File: src/rtl/gs232c_pht.sv
// Gshare pattern history table: 2-bit saturating counters indexed by PC xor branch history,
// trained through a one-entry write buffer and initialised by a sweep after reset or clear.
module gs232c_pht #(
    parameter int         IDXW     = 8,
    parameter logic [1:0] INIT_CNT = 2'b01
) (
    input  logic        clock,
    input  logic        resetn,
    input  logic        pht_clear,
    input  logic        lk_valid,
    input  logic [31:0] lk_pc,
    input  logic [20:0] hr_bt,
    input  logic        up_valid,
    input  logic [31:0] up_pc,
    input  logic [24:0] hr_br,
    output logic        pht_ready,
    output logic        pred_valid,
    output logic        pred_taken,
    output logic [1:0]  pred_cnt
);

    localparam int DEPTH = 1 << IDXW;

    typedef enum logic {ST_INIT, ST_RUN} state_t;

    state_t            state;
    logic [IDXW-1:0]   ptr;
    logic [1:0]        cnt_mem [DEPTH];

    logic              wb_valid;
    logic [IDXW-1:0]   wb_idx;
    logic              wb_taken;

    logic [IDXW-1:0]   lidx;
    logic [IDXW-1:0]   uidx;
    logic [1:0]        wb_old;
    logic [1:0]        wb_new;
    logic [1:0]        lk_cnt;

    assign lidx   = lk_pc[IDXW+1:2] ^ hr_bt[IDXW-1:0];
    assign uidx   = up_pc[IDXW+1:2] ^ hr_br[IDXW:1];
    assign wb_old = cnt_mem[wb_idx];

    // The array write lands at the end of the RMW cycle, so the next RMW reads the fresh value.
    always_comb begin
        wb_new = wb_old;
        if (wb_taken) begin
            if (wb_old != 2'b11) begin
                wb_new = wb_old + 2'b01;
            end
        end else begin
            if (wb_old != 2'b00) begin
                wb_new = wb_old - 2'b01;
            end
        end
    end

    // A lookup hitting the entry being written this cycle must see the trained value.
    always_comb begin
        lk_cnt = cnt_mem[lidx];
        if (wb_valid && (wb_idx == lidx)) begin
            lk_cnt = wb_new;
        end
    end

    always_ff @(posedge clock or negedge resetn) begin
        if (!resetn) begin
            state      <= ST_INIT;
            ptr        <= '0;
            pht_ready  <= 1'b0;
            pred_valid <= 1'b0;
            pred_taken <= 1'b0;
            pred_cnt   <= 2'b00;
            wb_valid   <= 1'b0;
            wb_idx     <= '0;
            wb_taken   <= 1'b0;
        end else begin
            case (state)
                ST_INIT: begin
                    pred_valid <= 1'b0;
                    wb_valid   <= 1'b0;
                    if (pht_clear) begin
                        ptr <= '0;
                    end else begin
                        ptr <= ptr + 1'b1;
                        if (&ptr) begin
                            state     <= ST_RUN;
                            pht_ready <= 1'b1;
                        end
                    end
                end
                ST_RUN: begin
                    pred_valid <= lk_valid;
                    if (lk_valid) begin
                        pred_cnt   <= lk_cnt;
                        pred_taken <= lk_cnt[1];
                    end
                    if (pht_clear) begin
                        state     <= ST_INIT;
                        ptr       <= '0;
                        pht_ready <= 1'b0;
                        wb_valid  <= 1'b0;
                    end else begin
                        wb_valid <= up_valid;
                        if (up_valid) begin
                            wb_idx   <= uidx;
                            wb_taken <= hr_br[0];
                        end
                    end
                end
                default: begin
                    state <= ST_INIT;
                    ptr   <= '0;
                end
            endcase
        end
    end

    // Storage is deliberately unreset; the sweep is the only initialisation path.
    always_ff @(posedge clock) begin
        if (state == ST_INIT) begin
            cnt_mem[ptr] <= INIT_CNT;
        end else if (wb_valid) begin
            cnt_mem[wb_idx] <= wb_new;
        end
    end

endmodule

File: config.mk
export PLATFORM = sky130hd
export DESIGN_NAME = gs232c_pht
export DESIGN_NICKNAME = d
export VERILOG_FILES = /design/src/rtl/gs232c_pht.sv
export SDC_FILE = /design/constraint.sdc
export NUM_CORES = 1
export LEC_CHECK = 0
export CORE_MARGIN = 1
export CORE_UTILIZATION = 45
export DETAILED_ROUTE_END_ITERATION = 8
export HOLD_SLACK_MARGIN = 0.08
export PLACE_DENSITY = 0.69
export RECOVER_POWER = 100
export SYNTH_ARGS = -nofsm -noshare
export SYNTH_HDL_FRONTEND = slang
export SYNTH_SLANG_ARGS = --single-unit
File: constraint.sdc
create_clock -name clock -period 13.6 [get_ports clock]
set_input_delay 2.72 -clock clock [delete_from_list [all_inputs] [get_ports clock]]
set_output_delay 2.72 -clock clock [all_outputs]
set_load 0.01 [all_outputs]
==> summary.txt <==
Outcome
  • Outcome: complete, but fails checks
  • Failing checks: max-capacitance violations, max-slew violations

Worst hold path
  • WHS Path Cells: 2
  • Hold path endpoint: pht_ready$_DFFE_PN0P_
  • Worst Hold Launch: pht_ready$_DFFE_PN0P_
  • Hold Crit Class: register to register

Global routing
  • Largest net degree at the start of global routing: 101
  • Congestion Overflow GR: 0
  • Vias in the first global route: roughly 19k
  • Overall routing resource usage: 25.82%
  • Met3 Track Usage GR: 5.828%
  • GR peak layer: met2
  • Initial antenna violation count: 2
  • GR met1 Demand/Resource: 34.84%
  • First-pass GRT wire length: 115500 um
  • Met2 Resource Use GR: 40.04%

Place
  • Dpl hpwl: 47910 um
  • RePlAce Congestion: around 0.91
  • Input/output buffers: between 40 and 50
  • DP Area: 0.02766 mm^2

Timing
  • Setup Skew: 0.02266 ns
  • Final hold viol count: 0
  • Worst slew pin tran: 3.508 ns
  • Final period utilization: 65.86%
  • Fmax: 111.6 MHz
  • Fin Hold WS: 0.5765 ns
  • RSZ-0062 raised after global routing: no
  • # setup viols final: 0
  • Pins Over Slew Limit: 47
  • Slew HR: -133.9%
  • Tmin final: 8.957 ns
  • Setup TNS: 0 ns

Yosys
  • EDFF count, synth: 512
  • Async set-reset flop share out of synthesis: 4.299%
  • YS warnings: 0
  • Syn Area/Cell: 12.34 um^2
  • Synth Flop Type: edfxtp_1
  • #FFs+latches synth: ~540
  • Post-Synthesis Net Count: 2273
  • Cell variety after synth: 55
  • Mapped Area: 0.02661 mm^2
  • Synth Instances: 2157
  • Seq/Total Area, Yosys: 59.93%

Critical path
  • R2R cell count: 11
  • Critical Path Source Type: register
  • WP data required: around 14 ns
  • Reg2reg start: wb_idx[0]$_DFFE_PN0P_
  • Crit-path max FO: 98
  • R2r setup slk: 4.64 ns
  • Critical Path AT: 9.23 ns
  • Setup crit end kind: register
  • Crit Path Class: register to register
  • Worst r2r dst: cnt_mem[139][1]$_DFFE_PP_

Finish
  • Reg area: 0.01596 mm^2
  • # nets final: 2248
  • Design Area, Final: between 0.02 and 0.03 mm^2
  • Area of the multi-input gates: 0.009981 mm^2
  • Layout filler cell count: 4851
  • Area grow syn2layout: 10.07%
  • Layout cells sized above 1: between 10% and 20%

CTS
  • Cts hold-fix bufs: 0
  • Longest Clk Path Bufs: 3
  • Post-CTS sizing: 0
  • Clk sinks: 535
  • CTS buffer count: 52
  • TritonCTS clock tree: built
  • Setup bufs post-CTS: 0
  • H-tree depth: 2
  • CTS Root Cell: clkbuf_16
  • Clk slew on worst S/H paths: 0.06 ns
  • Clock Latency Late Sink: 0.61 ns

Flow run
  • Max-cap violations: 1

Route
  • # DRC: 0
  • First drt pass iteration count: 9
  • DR vias: 19.11k
  • Drt via density: 6.509
  • Final ANT Viol Nets: 0
  • WL per Instance: 26.67 um
  • Total Wirelength: 78300 um
  • Number of DRC markers in iteration 0: about 2.9k

Floorplanning
  • Die Y: 245.2 um
  • Die area: between 0.06 and 0.07 mm^2
  • Core area: approximately 0.058 mm^2
  • Row cnt: 88
  • Die width: about 250 um
  • Top Ports: between 100 and 150
  • Starting Density: a little under half

Power
  • VDD IR-drop max: between 70 and 80 uV
  • Pleak: between 9 and 10 nW
  • Power Dens Cells: 123.9 mW/mm^2
==> critical path, stage by stage, from the launching register on <==
cell	delay (ns)
dfrtp_4	1.01
clkbuf_1	2.53
buf_4	1.03
mux2i_1	0.22
o221ai_1	0.29
o22ai_1	0.14
o21ai_0	0.65
o21ai_0	0.32
o31ai_1	0.38
maj3_1	0.28
and2_4	0.69
buf_4	0.85
==> cells in the mapped netlist, types with 4 or more instances <==
| library cell | count | area share, % |
|---|---|---|
| clkbuf_1 | 114 | 1.6 |
| and2_1 | 5 | 0.12 |
| nand3b_1 | 9 | 0.25 |
| mux4_1 | 5 | 0.49 |
| mux4_2 | 112 | 9.5 |
| nand2b_1 | 9 | 0.21 |
| a22oi_1 | 34 | 0.96 |
| buf_4 | 11 | 0.31 |
| nor3_1 | 28 | 0.53 |
| o21ai_0 | 27 | 0.51 |
| buf_2 | 26 | 0.49 |
| o31ai_1 | 8 | 0.23 |
| xnor2_1 | 19 | 0.63 |
| o22ai_1 | 66 | 1.6 |
| nor2b_1 | 7 | 0.16 |
| a211oi_1 | 4 | 0.11 |
| xor2_1 | 18 | 0.59 |
| buf_1 | 7 | 0.099 |
| nand2_1 | 358 | 5.0 |
| buf_6 | 5 | 0.21 |
| dfrtp_1 | 23 | 2.2 |
| nor2_1 | 289 | 4.1 |
| nand3_1 | 10 | 0.19 |
| inv_1 | 6 | 0.085 |
| o221ai_1 | 11 | 0.36 |
| nor4_1 | 76 | 1.8 |
| mux2i_1 | 147 | 5.5 |
| edfxtp_1 | 512 | 58 |
| a21oi_1 | 171 | 3.2 |
==> worst max path at each step <==
stage	startpoint	end	slack [ns]	cells after the start
after floorplan	wb_idx[2]$_DFFE_PN0P_	cnt_mem[0][0]$_DFFE_PP_	6.98	10
after global placement	hr_bt[0]	pred_taken$_DFFE_PN0P_	6.23	12
after detailed placement	hr_bt[0]	pred_taken$_DFFE_PN0P_	6.25	12
after CTS	hr_bt[0]	pred_taken$_DFFE_PN0P_	6.85	12
after global routing	wb_idx[0]$_DFFE_PN0P_	cnt_mem[139][1]$_DFFE_PP_	4.29	11
final	wb_idx[0]$_DFFE_PN0P_	cnt_mem[139][1]$_DFFE_PP_	4.64	11
==> cells by family after synthesis <==
logic type,share of synthesized area (%)
compound gates,7.635
xor+xnor,1.218
fa+ha+maj,0.1316
buf+inv,2.816
flops,59.93
mux,15.54
simple gates,12.73
==> sequential cells by signal (all words and copies together) (netlist names) <==
signal      count
wb_idx          8
wb_valid        1
ptr             8
pred_taken      1
wb_taken        1
state           1
cnt_mem       512
pred_valid      1
pht_ready       1
pred_cnt        1
==> cell usage in the layout (no fill, tap or decap), types with 4 or more instances in the layout <==
master	synthesis	final
bufinv_16	0	7
clkbuf_16	0	53
a211oi_1	4	4
o22ai_1	66	66
nand2b_1	9	8
nand3_1	10	10
nand3b_1	9	9
xnor2_1	19	16
o31ai_1	8	8
a22oi_1	34	34
nand2_1	358	354
nor4_1	76	76
mux4_2	112	112
mux4_1	5	5
nor3_1	28	28
buf_4	11	26
xor2_1	18	16
nand2_2	0	4
nor2_1	289	289
a21oi_1	171	171
dfrtp_1	23	20
o221ai_1	11	11
clkdlybuf4s50_1	0	34
edfxtp_1	512	512
clkbuf_1	114	23
mux2i_1	147	147
clkinv_2	0	9
o21ai_0	27	28
nor2b_1	7	7
inv_1	6	6
clkinv_1	1	12
dlygate4sd3_1	0	8
and2_1	5	4
==> power breakdown <==
group / internal [W] / total (W) / switching, W
Combinational: 0.000119 / 0.000367 / 0.000248
Sequential: 0.00178 / 0.00180 / 0.0000211
Clock: 0.000841 / 0.00146 / 0.000617
==> final cells by class <==
type                            instances  share of cell area, %
Antenna cell                            1               0.008543
Clock buffer                           60                  4.617
Clock inverter                         32                  1.149
Inverter                                7                0.08970
Multi-Input combinational cell       1452                  34.07
Sequential cell                       535                  54.49
Tap cell                              765                  3.268
Timing Repair Buffer                   84                  2.307
==> through the flow <==
stage	setup slack [ns]	instances	util (%)	total power [W]
final	4.643	2936	50.48	0.003629
after CTS	6.853	2935	50.59	0.003623
after global placement	6.227	2843	47.68	0.002189
after floorplan	6.978	2157	-	0.002063
after detailed placement	6.252	2843	47.68	0.002194
after global routing	4.292	2935	50.48	0.003706
==> layer usage <==
metal | vias up | part of all wire (%)
li1 | 8100 | -
met1 | 9362 | 37
met2 | 1421 | 45
met3 | 228 | 14
met4 | 0 | 4.3
met5 | - | 0
Note: power is estimated with default switching activity, not from simulation.
